<file path="config.mk">
export PLATFORM = sky130hd
export DESIGN_NAME = mul_div_unit
export DESIGN_NICKNAME = d
export VERILOG_FILES = /design/src/rtl/mul_div_unit.sv
export SDC_FILE = /design/constraint.sdc
export NUM_CORES = 1
export LEC_CHECK = 0
export ABC_AREA = 1
export CORE_UTILIZATION = 30
export CTS_CLUSTER_DIAMETER = 120
export DETAILED_ROUTE_END_ITERATION = 8
export SLEW_MARGIN = 40
export SYNTH_ARGS = -nofsm -noshare
export SYNTH_HDL_FRONTEND = slang
export SYNTH_SLANG_ARGS = --single-unit
</file>
<file path="constraint.sdc">
create_clock -name clk -period 10.14 [get_ports clk]
set_clock_uncertainty 0.1 [all_clocks]
set_input_delay 1.521 -clock clk [delete_from_list [all_inputs] [get_ports clk]]
set_output_delay 1.521 -clock clk [all_outputs]
set_load 0.02 [all_outputs]
</file>
<file path="src/rtl/mul_div_unit.sv">
// mul_div_unit: iterative signed multiply (radix-2 Booth) and, when the
// macro MUL_DIV_UNIT_DIV_EN is defined, signed restoring divide.
// One bit is processed per clock and WIDTH iterations complete an operation.
// The results are registered separately from the working accumulator, so
// z_hi, z_lo and div_by_zero hold the last completed result while the next
// operation is still iterating.
module mul_div_unit #(
  parameter int unsigned WIDTH = 32
) (
  input  logic             clk,
  input  logic             clr,
  input  logic             start,
  input  logic             op,
  input  logic [WIDTH-1:0] y_in,
  input  logic [WIDTH-1:0] bus_in,
  output logic             busy,
  output logic             done,
  output logic             div_by_zero,
  output logic [WIDTH-1:0] z_hi,
  output logic [WIDTH-1:0] z_lo
);

  localparam int unsigned CW = $clog2(WIDTH) + 1;

  typedef enum logic [1:0] {IDLE, RUN, DONE} state_t;

  state_t           state, state_nx;
  logic [CW-1:0]    cnt;
  logic [WIDTH:0]   acc_hi, hi_nx;
  logic [WIDTH-1:0] acc_lo, lo_nx;
  logic [WIDTH-1:0] mcand;
  logic             q1, q1_nx;
  logic [WIDTH:0]   m_ext, sum;
  logic [WIDTH-1:0] res_hi, res_lo;
  logic             accept, dz, last;

`ifdef MUL_DIV_UNIT_DIV_EN
  logic             op_q, neg_q, neg_r;
  logic [WIDTH:0]   sh;
  logic [WIDTH+1:0] trial;
  logic [WIDTH-1:0] y_mag, b_mag;

  assign accept = start && (state == IDLE);
  assign dz     = op && (bus_in == '0);
  assign y_mag  = y_in[WIDTH-1]   ? ('0 - y_in)   : y_in;
  assign b_mag  = bus_in[WIDTH-1] ? ('0 - bus_in) : bus_in;
`else
  assign accept = start && (state == IDLE) && !op;
  assign dz     = 1'b0;
`endif

  assign last = (cnt == CW'(WIDTH - 1));
  assign busy = (state == RUN);
  assign done = (state == DONE);

  // State register
  always_ff @(posedge clk or posedge clr) begin
    if (clr) state <= IDLE;
    else     state <= state_nx;
  end

  // Next-state logic; a divide by zero bypasses RUN entirely
  always_comb begin
    state_nx = state;
    unique case (state)
      IDLE: if (accept) state_nx = dz ? DONE : RUN;
      RUN:  if (last)   state_nx = DONE;
      DONE: state_nx = IDLE;
      default: state_nx = IDLE;
    endcase
  end

  // One iteration step plus the final, sign-corrected result of that step
  always_comb begin
    m_ext = {mcand[WIDTH-1], mcand};
    unique case ({acc_lo[0], q1})
      2'b01:   sum = acc_hi + m_ext;
      2'b10:   sum = acc_hi - m_ext;
      default: sum = acc_hi;
    endcase
    hi_nx  = {sum[WIDTH], sum[WIDTH:1]};
    lo_nx  = {sum[0], acc_lo[WIDTH-1:1]};
    q1_nx  = acc_lo[0];
    res_hi = hi_nx[WIDTH-1:0];
    res_lo = lo_nx;
`ifdef MUL_DIV_UNIT_DIV_EN
    sh    = {acc_hi[WIDTH-1:0], acc_lo[WIDTH-1]};
    trial = {1'b0, sh} - {2'b00, mcand};
    if (op_q) begin
      if (!trial[WIDTH+1]) begin
        hi_nx = trial[WIDTH:0];
        lo_nx = {acc_lo[WIDTH-2:0], 1'b1};
      end else begin
        hi_nx = sh;
        lo_nx = {acc_lo[WIDTH-2:0], 1'b0};
      end
      q1_nx  = 1'b0;
      res_lo = neg_q ? ('0 - lo_nx) : lo_nx;
      res_hi = neg_r ? ('0 - hi_nx[WIDTH-1:0]) : hi_nx[WIDTH-1:0];
    end
`endif
  end

  // Operand capture, iteration and result registers
  always_ff @(posedge clk or posedge clr) begin
    if (clr) begin
      cnt         <= '0;
      acc_hi      <= '0;
      acc_lo      <= '0;
      mcand       <= '0;
      q1          <= 1'b0;
      z_hi        <= '0;
      z_lo        <= '0;
      div_by_zero <= 1'b0;
`ifdef MUL_DIV_UNIT_DIV_EN
      op_q        <= 1'b0;
      neg_q       <= 1'b0;
      neg_r       <= 1'b0;
`endif
    end else if (accept) begin
      cnt    <= '0;
      acc_hi <= '0;
      q1     <= 1'b0;
`ifdef MUL_DIV_UNIT_DIV_EN
      op_q   <= op;
      if (op) begin
        if (dz) begin
          z_hi        <= y_in;
          z_lo        <= '1;
          div_by_zero <= 1'b1;
        end
        mcand  <= b_mag;
        acc_lo <= y_mag;
        neg_q  <= y_in[WIDTH-1] ^ bus_in[WIDTH-1];
        neg_r  <= y_in[WIDTH-1];
      end else begin
        mcand  <= y_in;
        acc_lo <= bus_in;
      end
`else
      mcand  <= y_in;
      acc_lo <= bus_in;
`endif
    end else if (state == RUN) begin
      acc_hi <= hi_nx;
      acc_lo <= lo_nx;
      q1     <= q1_nx;
      cnt    <= cnt + 1'b1;
      if (last) begin
        z_hi        <= res_hi;
        z_lo        <= res_lo;
        div_by_zero <= 1'b0;
      end
    end
  end

endmodule

</file>
==> flow_metrics.py <==
metrics = {
    "critical_path": {
        "cp.required_ps": 8520,
        "start_kind": "flop",
        "critPathMaxStageDelay_ps": 570,
        "critPathArrivalTime_ps": 2640,
        "slowest_stage": "clkdlybuf4s50_1",
        "cp_top_family": "buffers and inverters",
        "crit_fanout": 54,
        "cp_num_buf_inv": 5,
        "cp-end-kind": "output pin",
        "crit_type": "flop to output pin",
        "cp.depth": 6,
        "rr_worst_depth": 19,
        "crit_chain": "inv_1 > nand2_2 > buf_4 > inv_1 > buf_4 > clkdlybuf4s50_1",
    },
    "placement": {
        "portBuffers": 133,
        "dp_cells": 1850,
        "dpl_cell_area_um2": 11530,
        "dp_hpwl_um": 21090,
        "gp_congestion": 0.9188,
    },
    "synth": {
        "synth_area_um2": 9787,
        "syn_nets": 1424,
        "async_reset_ff_share_pct": 100.0,
        "syn_area_per_cell_um2": 7.414,
        "syn_inst": 1320,
        "seq_area_frac_synth_pct": 43.21,
        "synth-edff-count": 0,
        "yosysTopAreaCellShare_pct": 43.21,
        "yosysTopAreaCell": "dfrtp_1",
        "synthTopCellsByArea": "dfrtp_1 43%, nand2_1 17%, inv_1 6.2%, o21ai_0 5.7%, ha_1 4.5%",
        "ys_ff_latch": 169,
        "synth_cell_types": 46,
        "synth_warnings": 0,
        "synth_top_flop_cell": "dfrtp_1",
    },
    "grt": {
        "grt_max_degree": 101,
        "grt_first_pass_wirelength_um": 46080,
        "grt_pass1_vias": 8623,
        "grt_overflow": 0,
        "grt_usage_pct": 17.66,
        "antenna_found_initial": 0,
    },
    "power_and_ir_drop": {
        "power_mw": 4.434,
        "power_switching_share_pct": 50.05,
        "power_switching_mw": 2.219,
        "powerDensity_nw_per_um2": 366.5,
        "p_clk_share_pct": 14.6,
        "seqPwrFrac_pct": 24.1,
        "power.leakage_nw": 5.920,
        "irDropWorstVdd_mv": 0.2035,
        "intPower_mw": 2.215,
        "combPwrFrac_pct": 61.4,
    },
    "job": {
        "maxCapViolations": 0,
    },
    "final_layout": {
        "layout_common_cells": "447 x nand2_1, 169 x dfrtp_1, 160 x inv_1",
        "final_nets": 1538,
        "utilization_pct": 38.04,
        "final_layout_size_suffix_gt1_share_pct": 4.841,
        "n_antenna_cell": 0,
        "final_common_cell": "nand2_1",
        "final_cells": 1881,
        "final_area_um2": 12100,
        "areaGrowthSynthToFinish_pct": 23.60,
    },
    "clocking": {
        "cts_tree": "built",
        "ctsResizeCount": 0,
        "clock-root-buffer": "clkbuf_16",
        "hold_buffers": 0,
        "post_cts_buffers": 0,
        "clkSinkCount": 169,
        "clkSlewWorstSetupHoldPaths_ps": 70,
        "cts_buffer_depth": 2,
        "numCtsBuffers": 17,
        "htree_levels": 4,
        "clk_latency_ps": 440,
    },
    "floorplanning": {
        "die_area_um2": 33350,
        "start_util_pct": 30.78,
        "fp.dieH_um": 182.6,
        "die_w_um": 182.6,
        "io_pins": 135,
        "core_area_um2": 31800,
        "core.rowCount": 65,
    },
    "drt": {
        "final_antenna_net_count": 0,
        "dr.pass1.iters": 7,
        "wl_per_cell_um": 15.13,
        "drt_iter0_markers": 605,
        "drc": 0,
        "routed_via_density": 4.695,
        "drt-total-wl_um": 28460,
        "vias": 8831,
    },
    "min_path": {
        "hold_depth": 1,
        "min_path_type": "flop to flop",
    },
    "sta": {
        "hold_viol": 0,
        "final-max-slew-violation-count": 0,
        "worst_pin_slew_ps": 730.5,
        "fin_crit_ps": 4264,
        "fmax_mhz": 234.5,
        "period_share_pct": 42.06,
        "rsz0062_at_grt": "false",
        "fin_setup_tns_ps": 0,
        "slew-limit-headroom_pct": 51.30,
        "setup_viol": 0,
    },
    "outcome": {
        "status": "complete, no violations",
    },
}
-- worst paths after layout --
path / start / end / slack [ps]
hold / removal: cnt[5] / state[1] / 370
min in group asynchronous: clr / z_lo[8] / 1500
setup reg to reg: q1 / z_hi[10] / 6450
max in group asynchronous: clr / z_hi[5] / 7220
hold reg to reg: cnt[5] / state[1] / 370
setup / recovery: state[1] / busy / 5880
-- layer usage --
layer  part of all wire (%)  global-route usage (%)
met1                     49                   24.97
met2                     45                   27.74
met3                    3.8                   2.534
met4                    1.7                   5.445
met5                      0                       0
-- final cells by class --
type | count | area [µm²]
clock buffers | 20 | 446.7
clock inverters | 11 | 113.9
fillers | 3341 | 19700
inverters | 167 | 634.4
multi-input cells | 938 | 4730
flip-flops and latches | 169 | 4229
well taps | 435 | 544.3
repair buffers | 141 | 1399
-- kinds of logic (layout without fill, tap and decap cells) --
group,Yosys count,count (layout),synth area share [%]
mux,3,3,0.3068
flops,169,169,43.21
other cells,1,1,0.03832
buf+inv,213,339,8.489
compound gates,220,220,13.07
fa+ha+maj,36,36,4.679
xor+xnor,36,36,3.222
simple gates,642,642,26.99
-- stage by stage --
stage	worst slack [ps]	hold WS, ps
floorplan	3944	324.8
global placement	6223	366.7
detailed placement	6329	361.6
CTS	5872	380.3
global route	5735	404.8
finish	5876	372.6
-- cells in the mapped netlist (all sizes together) (2+ instances only) --
master and n:
o22ai 4, o21ai 126, nand2 450, clkbuf 23, o221ai 31, a21o 4
nor2 94, nand3b 5, ha 35, a31oi 2, clkinv 2, xor2 29
or2 8, dfrtp 169, nor4 5, xnor2 7, buf 23, nand4 4
mux2i 3, nor3 11, nand3 63, inv 165, a21oi 40, o21bai 7
-- registers in the layout (all words and copies together) (netlist names) --
name	count
mcand	32
q1	1
acc_hi	32
z_hi	32
state	2
acc_lo	32
cnt	6
z_lo	32
-- power groups by stage --
stage	clock (mW)	sequential, mW	combinational, mW
after floorplan	0	1.08	1.95
after global placement	0	1.07	2.67
after detailed placement	0	1.08	2.70
after CTS	0.659	1.07	2.71
after global routing	0.683	1.10	3.10
final	0.646	1.07	2.72
Power figures use the tool's default switching activity.
